===== src/rtl/nibble_serial_adder_pkg.sv =====
// Shared definitions for the nibble-serial adder: nibble size, FSM states
// and the operand-width legality rule.
package nibble_serial_adder_pkg;

    localparam int unsigned NIBBLE = 4;

    typedef enum logic [1:0] {
        IDLE = 2'b00,
        RUN  = 2'b01,
        DONE = 2'b10
    } state_t;

    // A width is legal when it splits into one or more whole nibbles.
    function automatic bit width_legal(input int unsigned w);
        return (w >= NIBBLE) && ((w % NIBBLE) == 0);
    endfunction

endpackage : nibble_serial_adder_pkg


===== src/rtl/carry_skip_adder.sv =====
// 4-bit carry-skip adder: ripple carry inside the block, with a bypass of
// cin to carry_out when every bit position propagates.
module carry_skip_adder (
    input  logic [3:0] a,
    input  logic [3:0] b,
    input  logic       cin,
    output logic [3:0] sum,
    output logic       carry_out
);

    logic [3:0] prop;
    logic [3:0] gen;
    logic [4:0] carry;

    assign prop = a ^ b;
    assign gen  = a & b;

    always_comb begin
        carry[0] = cin;
        for (int i = 0; i < 4; i++) begin
            carry[i+1] = gen[i] | (prop[i] & carry[i]);
        end
    end

    assign sum       = prop ^ carry[3:0];
    assign carry_out = (&prop) ? cin : carry[4];

endmodule : carry_skip_adder


===== src/rtl/nibble_serial_adder.sv =====
// Multi-cycle WIDTH-bit adder that time-shares one 4-bit carry-skip adder,
// processing one nibble per clock, LSB first, with a registered carry chain.
module nibble_serial_adder
    import nibble_serial_adder_pkg::*;
#(
    parameter int unsigned WIDTH = 16
) (
    input  logic             clk,
    input  logic             rst_n,
    input  logic             start,
    input  logic [WIDTH-1:0] a,
    input  logic [WIDTH-1:0] b,
    input  logic             cin,
    output logic             busy,
    output logic             done,
    output logic [WIDTH-1:0] sum,
    output logic             carry_out
);

    localparam int unsigned N     = WIDTH / NIBBLE;
    localparam int unsigned IDX_W = (N > 1) ? $clog2(N) : 1;
    localparam logic [IDX_W-1:0] LAST_IDX = IDX_W'(N - 1);

    if (!width_legal(WIDTH)) begin : g_bad_width
        $error("nibble_serial_adder: WIDTH must be a non-zero multiple of 4");
    end

    state_t             state;
    logic [IDX_W-1:0]   idx;
    logic [WIDTH-1:0]   a_r;
    logic [WIDTH-1:0]   b_r;
    logic               c_r;

    logic [NIBBLE-1:0]  nib_a;
    logic [NIBBLE-1:0]  nib_b;
    logic [NIBBLE-1:0]  nib_sum;
    logic               nib_co;

    // Current nibble slice presented to the shared adder.
    assign nib_a = a_r[idx*NIBBLE +: NIBBLE];
    assign nib_b = b_r[idx*NIBBLE +: NIBBLE];

    carry_skip_adder u_csa (
        .a         (nib_a),
        .b         (nib_b),
        .cin       (c_r),
        .sum       (nib_sum),
        .carry_out (nib_co)
    );

    // Sequencer: accept in IDLE/DONE, one nibble per RUN cycle, pulse done.
    always_ff @(posedge clk or negedge rst_n) begin
        if (!rst_n) begin
            state     <= IDLE;
            idx       <= '0;
            a_r       <= '0;
            b_r       <= '0;
            c_r       <= 1'b0;
            busy      <= 1'b0;
            done      <= 1'b0;
            sum       <= '0;
            carry_out <= 1'b0;
        end else begin
            case (state)
                IDLE, DONE: begin
                    done <= 1'b0;
                    if (start) begin
                        a_r       <= a;
                        b_r       <= b;
                        c_r       <= cin;
                        sum       <= '0;
                        carry_out <= 1'b0;
                        idx       <= '0;
                        busy      <= 1'b1;
                        state     <= RUN;
                    end else begin
                        busy  <= 1'b0;
                        state <= IDLE;
                    end
                end
                RUN: begin
                    sum[idx*NIBBLE +: NIBBLE] <= nib_sum;
                    c_r                       <= nib_co;
                    if (idx == LAST_IDX) begin
                        carry_out <= nib_co;
                        idx       <= '0;
                        busy      <= 1'b0;
                        done      <= 1'b1;
                        state     <= DONE;
                    end else begin
                        idx <= idx + IDX_W'(1);
                    end
                end
                default: begin
                    idx   <= '0;
                    busy  <= 1'b0;
                    done  <= 1'b0;
                    state <= IDLE;
                end
            endcase
        end
    end

endmodule : nibble_serial_adder


===== config.mk =====
export PLATFORM = sky130hd
export DESIGN_NAME = nibble_serial_adder
export DESIGN_NICKNAME = d
export VERILOG_FILES = /design/src/rtl/nibble_serial_adder_pkg.sv /design/src/rtl/carry_skip_adder.sv /design/src/rtl/nibble_serial_adder.sv
export SDC_FILE = /design/constraint.sdc
export NUM_CORES = 1
export LEC_CHECK = 0
export ABC_AREA = 1
export CAP_MARGIN = 25
export CORE_ASPECT_RATIO = 1.1
export CORE_UTILIZATION = 45
export CTS_CLUSTER_SIZE = 8
export DETAILED_ROUTE_END_ITERATION = 12
export DONT_BUFFER_PORTS = 1
export SLEW_MARGIN = 20
export SYNTH_ARGS = -nofsm -noshare
export SYNTH_HDL_FRONTEND = slang
export SYNTH_SLANG_ARGS = --single-unit

===== constraint.sdc =====
create_clock -name clk -period 6.88 [get_ports clk]
set_input_delay 1.032 -clock clk [delete_from_list [all_inputs] [get_ports clk]]
set_output_delay 1.032 -clock clk [all_outputs]
set_load 0.05 [all_outputs]

==> summary.txt <==
Status
  • Status: complete, no violations

Synth
  • Post-synth top area share: 52.0%
  • Syn nets: 298
  • Top FF cell, synth: dfrtp_1
  • Synth Area in XOR/XNOR: 0%
  • Synth Area in Simple Gates: 13.7%
  • Ys async rst share: 100%
  • Post-synthesis sequential area ratio: 52.0%
  • Synth warnings: 0
  • Mapped Avg Cell Area: 10.6 um2
  • Mapped Area: 2650 um2
  • Largest family of logic cells by synthesized area: simple AND/OR/NAND/NOR gates
  • Cell taking the most area after synthesis: dfrtp_1
  • Yosys cell types: 24
  • Adder-Cell Fraction of Synth Area: 7.28%
  • Post-synth EDFFs: 0
  • Largest cells by area after synthesis: dfrtp_1 52%, mux2_2 13%, nand2_1 5.4%
  • Syn Inst Count: 249
  • Post-synthesis mux area share: 13.6%
  • Synth Area in Compound Gates: 7.10%
  • Synthesis-stage register bit count: 55

Global routing
  • Initial antenna violation count: 0
  • First-pass GRT wire length: 8100 um
  • Number of global-route vias before repair: 1675
  • Remaining Overflow, GRT: 0
  • Largest net degree at the start of global routing: 56
  • Gr usage total: 17.9%

Pwr
  • Switching portion of total power: 46.5%
  • Lkg Pwr: 1.26 nW
  • Pint: 0.842 mW
  • Maximum vdd drop: 209 uV
  • Clock share of power: 11.5%
  • Overall Power: 1.57 mW
  • P_sw: 0.731 mW
  • Register share of total power: 44.3%
  • Comb power frac: 44.2%
  • Cell area power density: 572 nW/um2

Floorplanning
  • FP Rows: 28
  • Core area: 5540 um2
  • Die Width: 75.1 um
  • Die Ht: 82.4 um
  • Initial Util: 47.8%
  • Die area: 6190 um2
  • I/O pin cnt: 55

STA
  • FMAX: 298 MHz
  • Worst-Margin Slew: 0.784 ns
  • Final Cycle Share: 48.7%
  • Worst Skew: 0.00239 ns
  • Setup tns final: 0 ns
  • Hold Fails Final Rpt: 0
  • Slew headroom: 47.7%
  • Slew Limit Fails: 0
  • Crit path time final: 3.35 ns
  • Unrepaired setup endpoints after global routing: no
  • Final setup fails: 0

Critical path
  • CP max stage cell: dfrtp_1
  • CP bufs+invs: 3
  • CP most frequent cell: fa_1
  • Critical Path AT: 3.58 ns
  • Nature of the critical path endpoint: flop
  • CP Class: flop to flop
  • Critical path startpoint category: flop
  • Worst r2r src: idx[0]
  • CP cell instances: inv_2, o21ai_0, o22ai_1, fa_1, inv_1, fa_1, fa_1, inv_1, fa_1, nand3_1, o21ai_0
  • CP Launch Point: idx[0]
  • Delay-heaviest family, CP: adder cells
  • CP max FO: 26
  • Largest stage delay on the critical path: 0.86 ns
  • Crit path required time: 7.11 ns

Route
  • Detailed-route vias per instance: 5.28
  • 1st-iter DRT viols: 62
  • First-pass DRT Iterations: 4
  • Wire per inst: 15.6 um
  • Via Count: 1701
  • Drc violations: 0
  • Final wirelength: 5010 um
  • Antenna Nets Post-Route: 0

Placement
  • Hpwl dp: 3480 um
  • GP Congestion: 0.747
  • Port Buf Inserts: 0
  • DP Area: 2660 um2

Job
  • Max-cap violations: 0

Clock network
  • Setup bufs post-CTS: 0
  • Clk pin slew, worst setup/hold paths: 0.09 ns
  • Clk_lat worst skew: 0.31 ns
  • Clock root cell: clkbuf_8
  • Post-CTS sizing: 0
  • Clock Sinks: 55
  • CTS HTree Levels: 2
  • CTS tree: done
  • Hold Buf Count CTS: 0
  • TritonCTS buffer count: 5
  • Clock tree buffer depth: 2

Finish
  • Commonest non-fill, non-tap cell in the layout: dfrtp_1
  • Nets: 296
  • Number of diodes: 0
  • Area grow syn2layout: 3.88%
  • Share of cells above drive strength 1: 17.4%
  • Most frequent cells in the layout: 55 x dfrtp_1, 38 x nand2_1, 30 x mux2_2
  • Final instance area: 2750 um2

Min path
  • Hold Path Class: input port to async pin
final cells by class:
type,instances,area (um2)
clock buffer,6,82.6
clock inverter,1,5.00
fill,534,2790
inverter,23,87.6
multi-input combinational,162,1100
sequential,55,1380
tap,75,93.8
cells in the mapped netlist, types with 2 or more instances:
cell type	number
dfrtp_1	55
nand2_1	38
mux2_2	30
nand3_1	26
o21ai_0	23
inv_1	19
nor2_1	14
ha_1	9
o22ai_1	8
buf_6	5
fa_1	4
buf_2	3
inv_2	2
mux2_1	2
o21ai_1	2
registers in the layout (all words and copies together), names as in the netlist:
| register | count |
|---|---|
| a_r | 16 |
| b_r | 16 |
| sum | 16 |
| idx | 2 |
| state | 2 |
| busy | 1 |
| c_r | 1 |
| carry_out | 1 |
logic make-up after synthesis:
kind of cell / count (synthesis)
muxes: 32
and+or+nand+nor: 82
adders and majority gates: 13
DFF: 55
AOI/OAI and AO/OA: 35
buffers and inverters: 32
metrics by stage:
stage	hold WS [ns]	setup WS, ns	std cells	util (%)
2_1_floorplan	0.465	4.09	249	-
3_3_place_gp	0.493	3.65	315	48.1
3_5_place_dp	0.496	3.53	315	48.1
4_1_cts	0.396	3.50	322	49.6
5_1_grt	0.382	3.27	322	49.6
6_report	0.408	3.53	322	49.6
power groups by stage:
| stage | logic (mW) | clock network, mW | registers (mW) |
|---|---|---|---|
| after global routing | 0.796 | 0.195 | 0.719 |
| after CTS | 0.702 | 0.186 | 0.699 |
| after global placement | 0.675 | 0 | 0.704 |
| final | 0.695 | 0.181 | 0.696 |
| after detailed placement | 0.697 | 0 | 0.706 |
| after floorplan | 0.591 | 0 | 0.651 |
per-layer routing:
layer	vias up	track usage, %	share of wire (%)
met3	9	4.98	5.0
met1	823	22.8	47
met2	44	28.6	46
li1	825	-	-
met4	0	7.36	1.9
met5	-	0	0
final timing paths:
kind / slack (ns) / to / depth (start not counted)
min reg2reg: 0.52 / a_r[4] / 1
max reg2reg: 3.53 / sum[15] / 11
max: 3.53 / sum[15] / 11
max in group asynchronous: 6.38 / idx[0] / 0
min in group clk: 0.52 / a_r[4] / 1
min: 0.41 / a_r[14] / 0
Power figures use the tool's default switching activity.
